## src/rtl/out_port_fifo_pkg.sv

```systemverilog
// Shared constants for the OUT-port word buffer: default geometry and head-stage states.
package out_port_fifo_pkg;

  localparam int unsigned OUT_FIFO_DEPTH  = 8;
  localparam int unsigned OUT_FIFO_DATA_W = 16;

  localparam logic [0:0] HEAD_EMPTY = 1'b0;
  localparam logic [0:0] HEAD_FULL  = 1'b1;

endpackage

```

## src/rtl/fifo_ram.sv

```systemverilog
// DEPTH x DATA_W register array: synchronous write, combinational read.
module fifo_ram #(
  parameter int unsigned DATA_W = 16,
  parameter int unsigned DEPTH  = 8
) (
  input  logic                       clk,
  input  logic                       we,
  input  logic [$clog2(DEPTH)-1:0]   waddr,
  input  logic [DATA_W-1:0]          wdata,
  input  logic [$clog2(DEPTH)-1:0]   raddr,
  output logic [DATA_W-1:0]          rdata
);

  logic [DATA_W-1:0] mem [DEPTH];

  always_ff @(posedge clk) begin
    if (we) mem[waddr] <= wdata;
  end

  assign rdata = mem[raddr];

endmodule

```

## src/rtl/out_port_fifo.sv

```systemverilog
// OUT-port word FIFO with a registered head stage, occupancy and sticky overflow.
module out_port_fifo
  import out_port_fifo_pkg::*;
#(
  parameter int unsigned DATA_W = OUT_FIFO_DATA_W,
  parameter int unsigned DEPTH  = OUT_FIFO_DEPTH
) (
  input  logic                         clk,
  input  logic                         rst_n,
  input  logic                         wr_en,
  input  logic [DATA_W-1:0]            wr_data,
  output logic [DATA_W-1:0]            out_data,
  output logic                         out_valid,
  input  logic                         out_ready,
  output logic                         full,
  output logic                         empty,
  output logic [$clog2(DEPTH+1)-1:0]   count,
  output logic                         overflow,
  input  logic                         clr_overflow
);

  localparam int unsigned PTR_W = $clog2(DEPTH);
  localparam int unsigned CNT_W = $clog2(DEPTH+1);

  logic [PTR_W-1:0]  wptr, rptr, wptr_nxt, rptr_nxt, raddr;
  logic [CNT_W-1:0]  count_nxt;
  logic [0:0]        head_state, head_nxt;
  logic              pop, push_ok, load, ovf_nxt;
  logic [DATA_W-1:0] rdata;

  fifo_ram #(.DATA_W(DATA_W), .DEPTH(DEPTH)) u_ram (
    .clk   (clk),
    .we    (push_ok),
    .waddr (wptr),
    .wdata (wr_data),
    .raddr (raddr),
    .rdata (rdata)
  );

  // The head word stays in storage at rptr until popped, so a reload reads rptr+1.
  always_comb begin
    pop       = out_valid & out_ready;
    push_ok   = wr_en & (~full | pop);
    wptr_nxt  = push_ok ? wptr + PTR_W'(1) : wptr;
    rptr_nxt  = pop ? rptr + PTR_W'(1) : rptr;
    count_nxt = count + CNT_W'(push_ok) - CNT_W'(pop);
    ovf_nxt   = overflow;
    head_nxt  = head_state;
    load      = 1'b0;
    raddr     = (head_state == HEAD_FULL) ? rptr + PTR_W'(1) : rptr;

    if (wr_en && full && !pop) ovf_nxt = 1'b1;
    else if (clr_overflow)     ovf_nxt = 1'b0;

    case (head_state)
      HEAD_EMPTY: begin
        if (count != '0) begin
          head_nxt = HEAD_FULL;
          load     = 1'b1;
        end
      end
      HEAD_FULL: begin
        if (pop) begin
          if (count >= CNT_W'(2)) load     = 1'b1;
          else                    head_nxt = HEAD_EMPTY;
        end
      end
      default: head_nxt = HEAD_EMPTY;
    endcase
  end

  always_ff @(posedge clk or negedge rst_n) begin
    if (!rst_n) begin
      wptr       <= '0;
      rptr       <= '0;
      count      <= '0;
      head_state <= HEAD_EMPTY;
      out_valid  <= 1'b0;
      out_data   <= '0;
      full       <= 1'b0;
      empty      <= 1'b1;
      overflow   <= 1'b0;
    end else begin
      wptr       <= wptr_nxt;
      rptr       <= rptr_nxt;
      count      <= count_nxt;
      head_state <= head_nxt;
      out_valid  <= (head_nxt == HEAD_FULL);
      if (load) out_data <= rdata;
      full       <= (count_nxt == CNT_W'(DEPTH));
      empty      <= (count_nxt == '0);
      overflow   <= ovf_nxt;
    end
  end

endmodule
```

## config.mk

```make
export PLATFORM = sky130hd
export DESIGN_NAME = out_port_fifo
export DESIGN_NICKNAME = d
export VERILOG_FILES = /design/src/rtl/out_port_fifo_pkg.sv /design/src/rtl/fifo_ram.sv /design/src/rtl/out_port_fifo.sv
export SDC_FILE = /design/constraint.sdc
export NUM_CORES = 1
export LEC_CHECK = 0
export ABC_AREA = 1
export CORE_MARGIN = 2
export CORE_UTILIZATION = 53
export DETAILED_ROUTE_END_ITERATION = 7
export GPL_TIMING_DRIVEN = 0
export PLACE_DENSITY = 0.75
export SYNTH_ARGS = -nofsm -noshare
export SYNTH_HDL_FRONTEND = slang
export SYNTH_SLANG_ARGS = --single-unit
```

## constraint.sdc

```tcl
create_clock -name clk -period 2.25 [get_ports clk]
set_input_delay 0.45 -clock clk [delete_from_list [all_inputs] [get_ports clk]]
set_output_delay 0.45 -clock clk [all_outputs]
set_load 0.1 [all_outputs]
```

Word-level counts from Yosys, hierarchy flattened
Memories as Yosys holds them, arrays and structs flattened. A register that Yosys moved wholly into a read port is not among the register bits.
Cells that the tools add are included.
Storage, ports and cells
  register bits after elaboration: 14
  memory bits (writable): 128
  output and inout port bits: 24
  logic and storage cells: 37
  memories kept: 1
Operators by class
  add/subtract/negate cells: 4
  $lt $le $gt $ge: 1
  equality and inequality tests: 1
  mux-type cells: 11
  bitwise gates (word level): 5
  reduce and logical (&&, ||, !) cells: 7
Memories
  u_ram.mem: depth 8, bits a word 16, read ports 1, clocked after Yosys merged registers in 1, wr ports 1, line fifo_ram.sv:14  | logic [DATA_W-1:0] mem [DEPTH];
Operator list (count)
  $mux 1: 8
  $add 3x1->3 const B: 2
  $add 4x1->4: 1
  $eq 4x4->1 const B: 1
  $ge 4x2->1 const B: 1
  $logic_not 4->1: 1
  $pmux 1 s2: 2
  $reduce_bool 4->1: 1
  $sub 4x1->4: 1
  $mux 3: 1
  $and 1x1->1: 2
  $logic_and 1x1->1: 2
  $logic_not 1->1: 2
  $not 1->1: 2
  $reduce_bool 2->1: 1
  $or 1x1->1: 1

Longest topological paths before layout
Gate-level depths: netlist of run 1.
  word-level depth: 6
  mapped depth: 12
  gate-level depth less buffers: 11

Modules after synthesis
From an unflattened synthesis of run 1, not the netlist that was laid out.
Second synthesis, totals
  cell total of the unflattened synthesis: 721
  area, all modules: 7069.3 sq um
By module, submodules not included
  fifo_ram: times used 1, cells each 571, area each 5669.2 sq um, sequential area each 3843.7 sq um
  out_port_fifo: times used 1, cells each 150, area each 1400.1 sq um, sequential area each 752.0 sq um

Worst setup path after synthesis of run 1
OpenSTA, ideal clock, no wires.
  kind: register to register
  from: register head_state (netlist name)
  to: register full
  data arrival time: 2.931 ns
  path slack: -0.753 ns
  cell stages (with the launch flop): 13
  path through: dfrtp_1 buf_6 nand2_2 nand2_1 nand2_1 ha_1 inv_1 ha_1 inv_1 fa_1 inv_1 or3_1 nor2b_1
RTL lines
  end signal: assignment: line out_port_fifo.sv:90  | full <= (count_nxt == CNT_W'(DEPTH));
  end: declaration: line out_port_fifo.sv:15  | output logic full,

==> impl_summary.md, run 1 <==
Yosys
The compound-gate portion of the synthesized area is 1.04%. The number of standard cells after synthesis is 655. During synthesis, Yosys emitted a total of 0 warnings. The area of the mapped netlist is 6960 µm². The average instance in the mapped netlist occupies 10.6 µm². By area the synthesized netlist is led by sky130_fd_sc_hd__edfxtp_1 (55%), sky130_fd_sc_hd__nand3_1 (12%), sky130_fd_sc_hd__dfrtp_1 (10%).

In this run the biggest area consumer among cell types represents 55.2% of the synthesized area. The adder and majority cell fraction of the synthesized area is 1.55%. The most frequently used flop master after synthesis is sky130_fd_sc_hd__edfxtp_1.

The async set-reset flop share out of synthesis is 19.0%. Summing the sequential cell areas from Yosys gives 66.0% of the chip area. In this run, synthesis produced a sequential element count of 158. The number of distinct standard cells referenced by the synthesized netlist is 28. After synthesis, the share of cell area in mux cells is 0%. The share of the synthesized netlist area taken by xor and xnor gates is 0.503%.

The net count after synthesis is 684. After synthesis, the largest family of logic cells by area is simple AND/OR/NAND/NOR gates. The library cell with the largest summed area after synthesis is sky130_fd_sc_hd__edfxtp_1.

Yosys mapped a number of flops with a built-in enable equal to 128. The simple-gate portion of the synthesized area is 21.2%.

Power and ir drop
Of the total power, the share spent switching nets is 46.2%. The combinational group share of total power is 49.2%. The register share of total power is 29.9%. The share of total power dissipated in the clock network is 21.0%.

The total power per unit cell area is 1600 nW/µm². For this design the static power due to leakage is 3.63 nW. Across the VDD grid, the largest voltage drop is 0.000945 V.

Internal power comes to 7.16 mW. The switching power of the nets is 6.16 mW. Power comes to 13.3 mW.

Detailed routing
The detail route stage leaves a number of antenna-violating nets equal to 0. The final layout contains routed wiring with a total length of 17300 µm. In the final routed layout, each cell accounts on average for 19.0 µm. The pre-antenna-repair detailed-routing pass consisted of 5 iterations. The residual DRC count is 0. The initial DRC count is 595. For this block, the via count after detailed routing is 4981.

The average vias per placed instance is 5.49.

Floorplanning
The row count is 41. The initial standard-cell utilization of the core is 54.7%. The chip height is 119 µm. The area of the core is 12700 µm². The horizontal extent of the die is 119 µm. Pin placement for this block handled 45 I/O pins. The die covers 14100 µm².

Outcome
The flow ran to the end, and the final reports show no timing, DRC or antenna violations.

Cells and area
0 antenna diodes ended up in the layout. Once layout is complete, the cells apart from fillers number 908. In the final design database the tool counted 752 nets. Compared with the post-synthesis result, the final layout area differs by 19.5%. After filler insertion, the fill cell instance count of the layout stands at 1023.

The final core utilization is 65.4%. Cells with a size suffix above 1 make up 13.3% of the layout.

Setup path
The sort of element at the end of the critical path is a flop. Of all nets on the critical path, the largest fanout is 3. The critical path contains buffers and inverters numbering 3 combined.

The cell family contributing the most delay on the critical path is adder cells. The signal on the critical path passes through nand2_8 -> nand2_4 -> nand2_4 -> ha_4 -> inv_2 -> ha_4 -> inv_2 -> fa_1 -> inv_1 -> or3_4 -> nor2b_1. The kind of critical path is flop to flop. The category of the worst setup path launch point is a flop. Data on the critical path arrives at its endpoint at 2.57 ns. For the worst setup path, the data required time is 2.60 ns. On the critical path, the stage with the largest delay is an instance of sky130_fd_sc_hd__dfrtp_4.

In this design, the stage delay of the slowest critical-path cell is 0.51 ns.

Timing
Counting I/O delays and the setup requirement, the final critical path takes 2.22 ns. The count of pins over their slew limit is 0. The timing-limited maximum frequency is 450 MHz. The worst pin sits at a relative slew slack of 35.7%. The count of final hold-check violations is 0. At the pin with the least slew margin, the transition time is 0.968 ns. The sum of negative setup slack is 0 ns. Clock skew on the completed layout was measured at 0.00748 ns.

The total setup violations reported at the end of the flow is 0. Setup repair after global routing could not meet its margin everywhere. The final clock period utilization by the worst path is 98.8%.

Global routing
The total overflow left after global routing is 0. The number of antenna violations at the first check in global routing is 0. The all-layer global routing usage is 25.7%.

The first-pass GRT wire length is 26900 µm. The largest net degree at the start of global routing is 31. The via count of the first global-routing pass is 5088.

Clock tree
The clock tree from TritonCTS is yes. The root buffer cell chosen for the clock tree is sky130_fd_sc_hd__clkbuf_16. Clock-pin slew was measured on the worst setup and hold paths at 0.06 ns. The maximum level of the CTS H-tree is 4. For the worst-skew pair, the clock arrives at the later sink with an insertion delay of 0.43 ns. The hold buffer count at CTS is 0.

The CTS sink count is 158. The deepest clock path buffer count is 2. The CTS buffer count is 17.

Run
The tool flagged a number of max-cap violations equal to 0.

Placed design
The congestion estimate from routability-driven global placement came to 0.869. The number of port buffers is 44. Detailed placement ended at an HPWL of 10700 µm. Counting tap cells, the placed design contains a total of 871 instances.

Worst hold path
The tightest min-delay check is of the primary input to asynchronous set/reset pin type.
## flip-flops by register name, summed over array words and instances (netlist names)
| name | count |
|---|---|
| u_ram.mem | 128 |
| out_data | 16 |
| count | 4 |
| rptr | 3 |
| wptr | 3 |
| empty | 1 |
| full | 1 |
| head_state | 1 |
| overflow | 1 |
## cell usage after synthesis, types with 5 or more instances
cell                       count
sky130_fd_sc_hd__o21ai_0       5
sky130_fd_sc_hd__buf_4         5
sky130_fd_sc_hd__inv_1       127
sky130_fd_sc_hd__buf_2        17
sky130_fd_sc_hd__ha_1          7
sky130_fd_sc_hd__nand2_1     115
sky130_fd_sc_hd__edfxtp_1    128
sky130_fd_sc_hd__dfrtp_1      29
sky130_fd_sc_hd__nor2_1        9
sky130_fd_sc_hd__nand2_2       8
sky130_fd_sc_hd__nand3_1     164
sky130_fd_sc_hd__nand3b_1     16
## area by class of cell
class / instances / area, µm² / area share (%)
flip-flops and latches: 158 / 4600 / 55.3
clock inverters: 12 / 119 / 1.43
clock buffers: 20 / 457 / 5.49
repair buffers: 50 / 450 / 5.42
inverters: 131 / 497 / 5.97
multi-input cells: 337 / 1810 / 21.8
plain buffers: 28 / 169 / 2.03
well taps: 172 / 215 / 2.59
## what timing repair did
action | 4_1_cts | 5_1_grt
resized for setup | 36 | 3
endpoints found under the hold margin | 0 | 0
endpoints found under the setup margin | 154 | 8
pin swaps | 3 | 1
setup buffers | 4 | 2
## path summary, 6_finish.rpt
path                             start          end  slack [ns]  cells past startpoint
setup / recovery            head_state         full        0.03                     11
hold / removal                   rst_n      rptr[1]        0.11                      1
setup reg to reg            head_state         full        0.03                     11
hold reg to reg            out_data[0]  out_data[0]        0.48                      2
max in group asynchronous        rst_n   head_state        1.57                      1
min in group clk           out_data[0]  out_data[0]        0.48                      2
## power by group through the flow
stage                     sequential (mW)  combinational [mW]  clock [mW]
after floorplan                      5.38                3.25           0
after global placement               4.01                6.34           0
after detailed placement             4.04                6.48           0
after CTS                            3.97                6.48        2.79
after global routing                 4.03                7.04        2.92
final                                3.98                6.55        2.79
## worst register-to-register path, delay by kind of cell, from the launching register on
family        cells  cell delay, ns
flops             1            0.51
simple gates      5            0.68
buf+inv           3            0.14
fa+ha+maj         3            0.79
## through the flow
step | hold slack, ns | instance area [µm²] | worst slack [ns]
final | 0.108 | 8320 | 0.0264
after floorplan | 0.154 | 7040 | -0.285
after global placement | 0.464 | 7690 | -0.705
after detailed placement | 0.469 | 7690 | -0.756
after CTS | 0.120 | 8310 | -0.0859
after global routing | 0.162 | 8320 | -0.0511
## cell usage in the layout, fill, tap and decap left out, types with 3 or more instances in the layout
cell type / instances
sky130_fd_sc_hd__buf_2: 18
sky130_fd_sc_hd__buf_4: 11
sky130_fd_sc_hd__buf_6: 3
sky130_fd_sc_hd__clkbuf_1: 3
sky130_fd_sc_hd__clkbuf_16: 17
sky130_fd_sc_hd__clkdlybuf4s50_1: 18
sky130_fd_sc_hd__clkinv_2: 4
sky130_fd_sc_hd__clkinvlp_4: 3
sky130_fd_sc_hd__dfrtp_1: 27
sky130_fd_sc_hd__dlygate4sd2_1: 24
sky130_fd_sc_hd__edfxtp_1: 128
sky130_fd_sc_hd__ha_1: 5
sky130_fd_sc_hd__inv_1: 124
sky130_fd_sc_hd__inv_2: 6
sky130_fd_sc_hd__nand2_1: 113
sky130_fd_sc_hd__nand2_2: 7
sky130_fd_sc_hd__nand3_1: 164
sky130_fd_sc_hd__nand3b_1: 16
sky130_fd_sc_hd__nor2_4: 8
sky130_fd_sc_hd__o21ai_0: 5
## cell families (layout without fill, tap and decap cells)
family                   count (synthesis)  count (layout)
AND/OR/NAND/NOR                        315             315
buffers and inverters                  160             241
flip-flops                             158             158
AO/OA/AOI/OAI                           10              10
adder cells (fa/ha/maj)                  8               8
XOR/XNOR                                 4               4
## routing by layer
metal / up-vias / global-route usage [%] / wire length (µm)
met3: 53 / 5.55 / 1470
met2: 273 / 42.6 / 8610
met1: 2360 / 31.5 / 6570
met5: - / 0 / 0
li1: 2295 / - / -
met4: 0 / 13.7 / 604
Power figures use the tool's default switching activity.
==> inputs of run 2 (changes only) <==
--- a/config.mk
+++ b/config.mk
@@ -10,7 +10,7 @@
 export CORE_UTILIZATION = 53
 export DETAILED_ROUTE_END_ITERATION = 7
 export GPL_TIMING_DRIVEN = 0
-export PLACE_DENSITY = 0.75
+export PLACE_DENSITY_LB_ADDON = 0.12
 export SYNTH_ARGS = -nofsm -noshare
 export SYNTH_HDL_FRONTEND = slang
 export SYNTH_SLANG_ARGS = --single-unit
==> impl_summary.md, run 2 (same netlist as run 1, synthesis figures left out) <==
Outcome
The run finished with clean final reports.

Cells and area
The share of final-layout standard cells stronger than drive strength 1 is 13.4% (+0.099 points). The library cells used most frequently in the layout, excluding fill and tap cells, are sky130_fd_sc_hd__nand3_1 (164), sky130_fd_sc_hd__edfxtp_1 (128), sky130_fd_sc_hd__inv_1 (123), sky130_fd_sc_hd__nand2_1 (113), sky130_fd_sc_hd__dfrtp_1 (27). The largest registers in the layout are u_ram.mem: 128 flops, out_data: 16 flops, count: 4 flops. The antenna cell count is 0 (unchanged). The flip-flop count of the largest register, all copies and words added is 128 (unchanged). The register name with the most flops is u_ram.mem. Leaving out fill and tap cells, the most frequent cell in the layout is sky130_fd_sc_hd__nand3_1. Compared with the post-synthesis result, the final layout area differs by 20.0%.

The post-layout net count is 754 (+0.27%). The number of fillers in the final layout is 999 (-2.3%). The final design area excluding fillers is 8350 µm² (+0.42%).

Global routing
The via count of the first global-routing pass is 4948 (-2.8%). The largest net degree at the start of global routing is 31 (unchanged). The all-layer global routing usage is 26.0% (+0.27 points). The first-pass GRT wire length is 27100 µm (+0.82%).

The total congestion overflow after global routing was 0 (unchanged). The number of antenna violations at the first check in global routing is 0 (unchanged).

Detailed routing
The post-detailed-route count of antenna-violating nets is 0 (unchanged). The initial DRC count came to 516 (-13%). The residual DRC count came to 0 (unchanged). The number of iterations in the first detailed-routing pass is 5 (unchanged). The wire length reported by the detailed router was 17400 µm (+0.90%). The average vias per placed instance is 5.48 (about the same). The wire length per cell after detailed routing is 19.1 µm (+0.68%). The via count is 4991 (+0.20%).

Setup path
In this design, the largest share of critical-path delay is due to adder cells. The signal on the critical path passes through nand2_8 -> nand2_4 -> nand2_4 -> ha_4 -> inv_2 -> ha_4 -> inv_2 -> fa_1 -> inv_2 -> or3_4 -> nor2b_1. The critical path starts at head_state.

The top fanout value on the critical path is 3 (unchanged). The source of the worst register-to-register timing path is head_state. The worst setup path is captured at a flop. The critical path data arrival time is 2.58 ns (about the same). The longest individual stage delay on the worst path was 0.51 ns (about the same).

The critical path's slowest cell is sky130_fd_sc_hd__dfrtp_4. The cell type with the highest occurrence count on the critical path is sky130_fd_sc_hd__inv_2. The worst setup path is launched from a flop.

The worst path buffer plus inverter count is 3 (unchanged). The required time at the endpoint of the critical path came to 2.61 ns (about the same). The critical path is of the flop to flop type.

Clock tree
The deepest clock path buffer count was 2 (unchanged). CTS placed an instance of sky130_fd_sc_hd__clkbuf_16 at the clock tree root. The CTS buffer count was 17 (unchanged). The maximum level of the CTS H-tree is 4 (unchanged).

The hold buffer count at CTS is 0 (unchanged). The clock tree from TritonCTS is yes. The source-to-sink clock delay at the later pin of the worst-skew pair is 0.44 ns (about the same). The clock-pin slew on the worst setup and hold paths was 0.06 ns (about the same). The CTS sink count is 158 (unchanged).

Placed design
The placer congestion estimate is 0.828 (-4.7%). The number of port buffers came to 44 (unchanged). The placed wire-length estimate is 10600 µm (-1.0%). The worst slack at placement is -0.813 ns (-0.0568 ns). The placement-stage cell area came to 7690 µm² (unchanged).

Floorplanning
The chip height came to 119 µm (unchanged). The area of the core is 12700 µm² (unchanged). The row count is 41 (unchanged). The count of boundary I/O pins is 45 (unchanged). The initial standard-cell utilization of the core is 54.7% (unchanged). The horizontal extent of the die came to 119 µm (unchanged). The total die area was 14100 µm² (unchanged).

Timing
The timing-limited maximum frequency is 450 MHz (+0.13%). The total setup violations reported at the end of the flow is 0 (unchanged). The clock period minus worst slack is 2.22 ns (-0.00299 ns). Setup repair after global routing could not meet its margin everywhere. The count of pins over their slew limit came to 0 (unchanged). The remaining max-slew budget at the tightest pin is 35.7% (-0.042 points). The worst setup margin was 0.0294 ns (+0.00299 ns). The final clock period utilization by the worst path is 98.7% (-0.13 points). The worst-case clock skew is 0.0113 ns (+0.00384 ns).

The count of final hold-check violations is 0 (unchanged). The transition time at the pin with the least slew margin came to 0.969 ns (+0.000639 ns). The worst hold slack across all endpoints came to 0.0733 ns (-0.0351 ns).

Power and ir drop
The maximum VDD drop is 0.00115 V (+22%). The leakage component of the power is 3.64 nW (+0.29%). The total power per unit cell area is 1610 nW/µm² (+0.71%).

Run
The number of max-cap violations is 0 (unchanged).

Worst hold path
The min-delay analysis places its worst path in the category primary input to asynchronous set/reset pin.
-- run 2: what timing repair did --
| item | in CTS | in global routing |
|---|---|---|
| endpoints found under the setup margin | 154 | 69 |
| resized for setup | 39 | 1 |
| buffers inserted | 6 | 2 |
| pin swaps | 3 | 4 |
-- run 2: power breakdown --
part           switching (mW)  leakage [nW]  internal, mW
clock network            1.15         0.279          1.73
logic                    4.84          1.84          1.79
registers               0.226          1.52          3.74
-- run 2: worst paths after layout --
| kind | endpoint | slack (ns) | cells after the start |
|---|---|---|---|
| min | out_data[12] | 0.07 | 1 |
| max | full | 0.03 | 11 |
| max in group asynchronous | head_state | 1.63 | 1 |
| min in group clk | out_data[4] | 0.47 | 2 |
| max reg2reg | full | 0.03 | 11 |
| min reg2reg | out_data[4] | 0.47 | 2 |
-- run 2: metal layers --
metal | track usage [%] | up-vias | wire length, µm
met4 | 11.0 | 0 | 507
met3 | 6.32 | 40 | 1380
met1 | 32.9 | 2402 | 6980
li1 | - | 2304 | -
met5 | 0 | - | 0
met2 | 42.7 | 245 | 8550
-- run 2: per-stage QoR --
stage | total power, mW | std cells | TNS (ns) | util (%)
global placement | 10.4 | 871 | -86.89 | 60.5
global route | 14.1 | 910 | -0.0380 | 65.6
floorplan | 8.63 | 655 | -0.546 | -
finish | 13.5 | 910 | 0 | 65.6
detailed placement | 10.5 | 871 | -94.22 | 60.4
CTS | 13.4 | 909 | -0.0363 | 65.6
-- run 2: layout make-up --
| cell class | count | area (µm²) | share of cell area, % |
|---|---|---|---|
| multi-input combinational | 337 | 1810 | 21.7 |
| inverter | 131 | 497 | 5.95 |
| timing repair buffer | 52 | 478 | 5.72 |
| clock buffer | 20 | 437 | 5.23 |
| sequential | 158 | 4600 | 55.1 |
| clock inverter | 12 | 145 | 1.74 |
| buffer | 28 | 168 | 2.01 |
| tap | 172 | 215 | 2.58 |
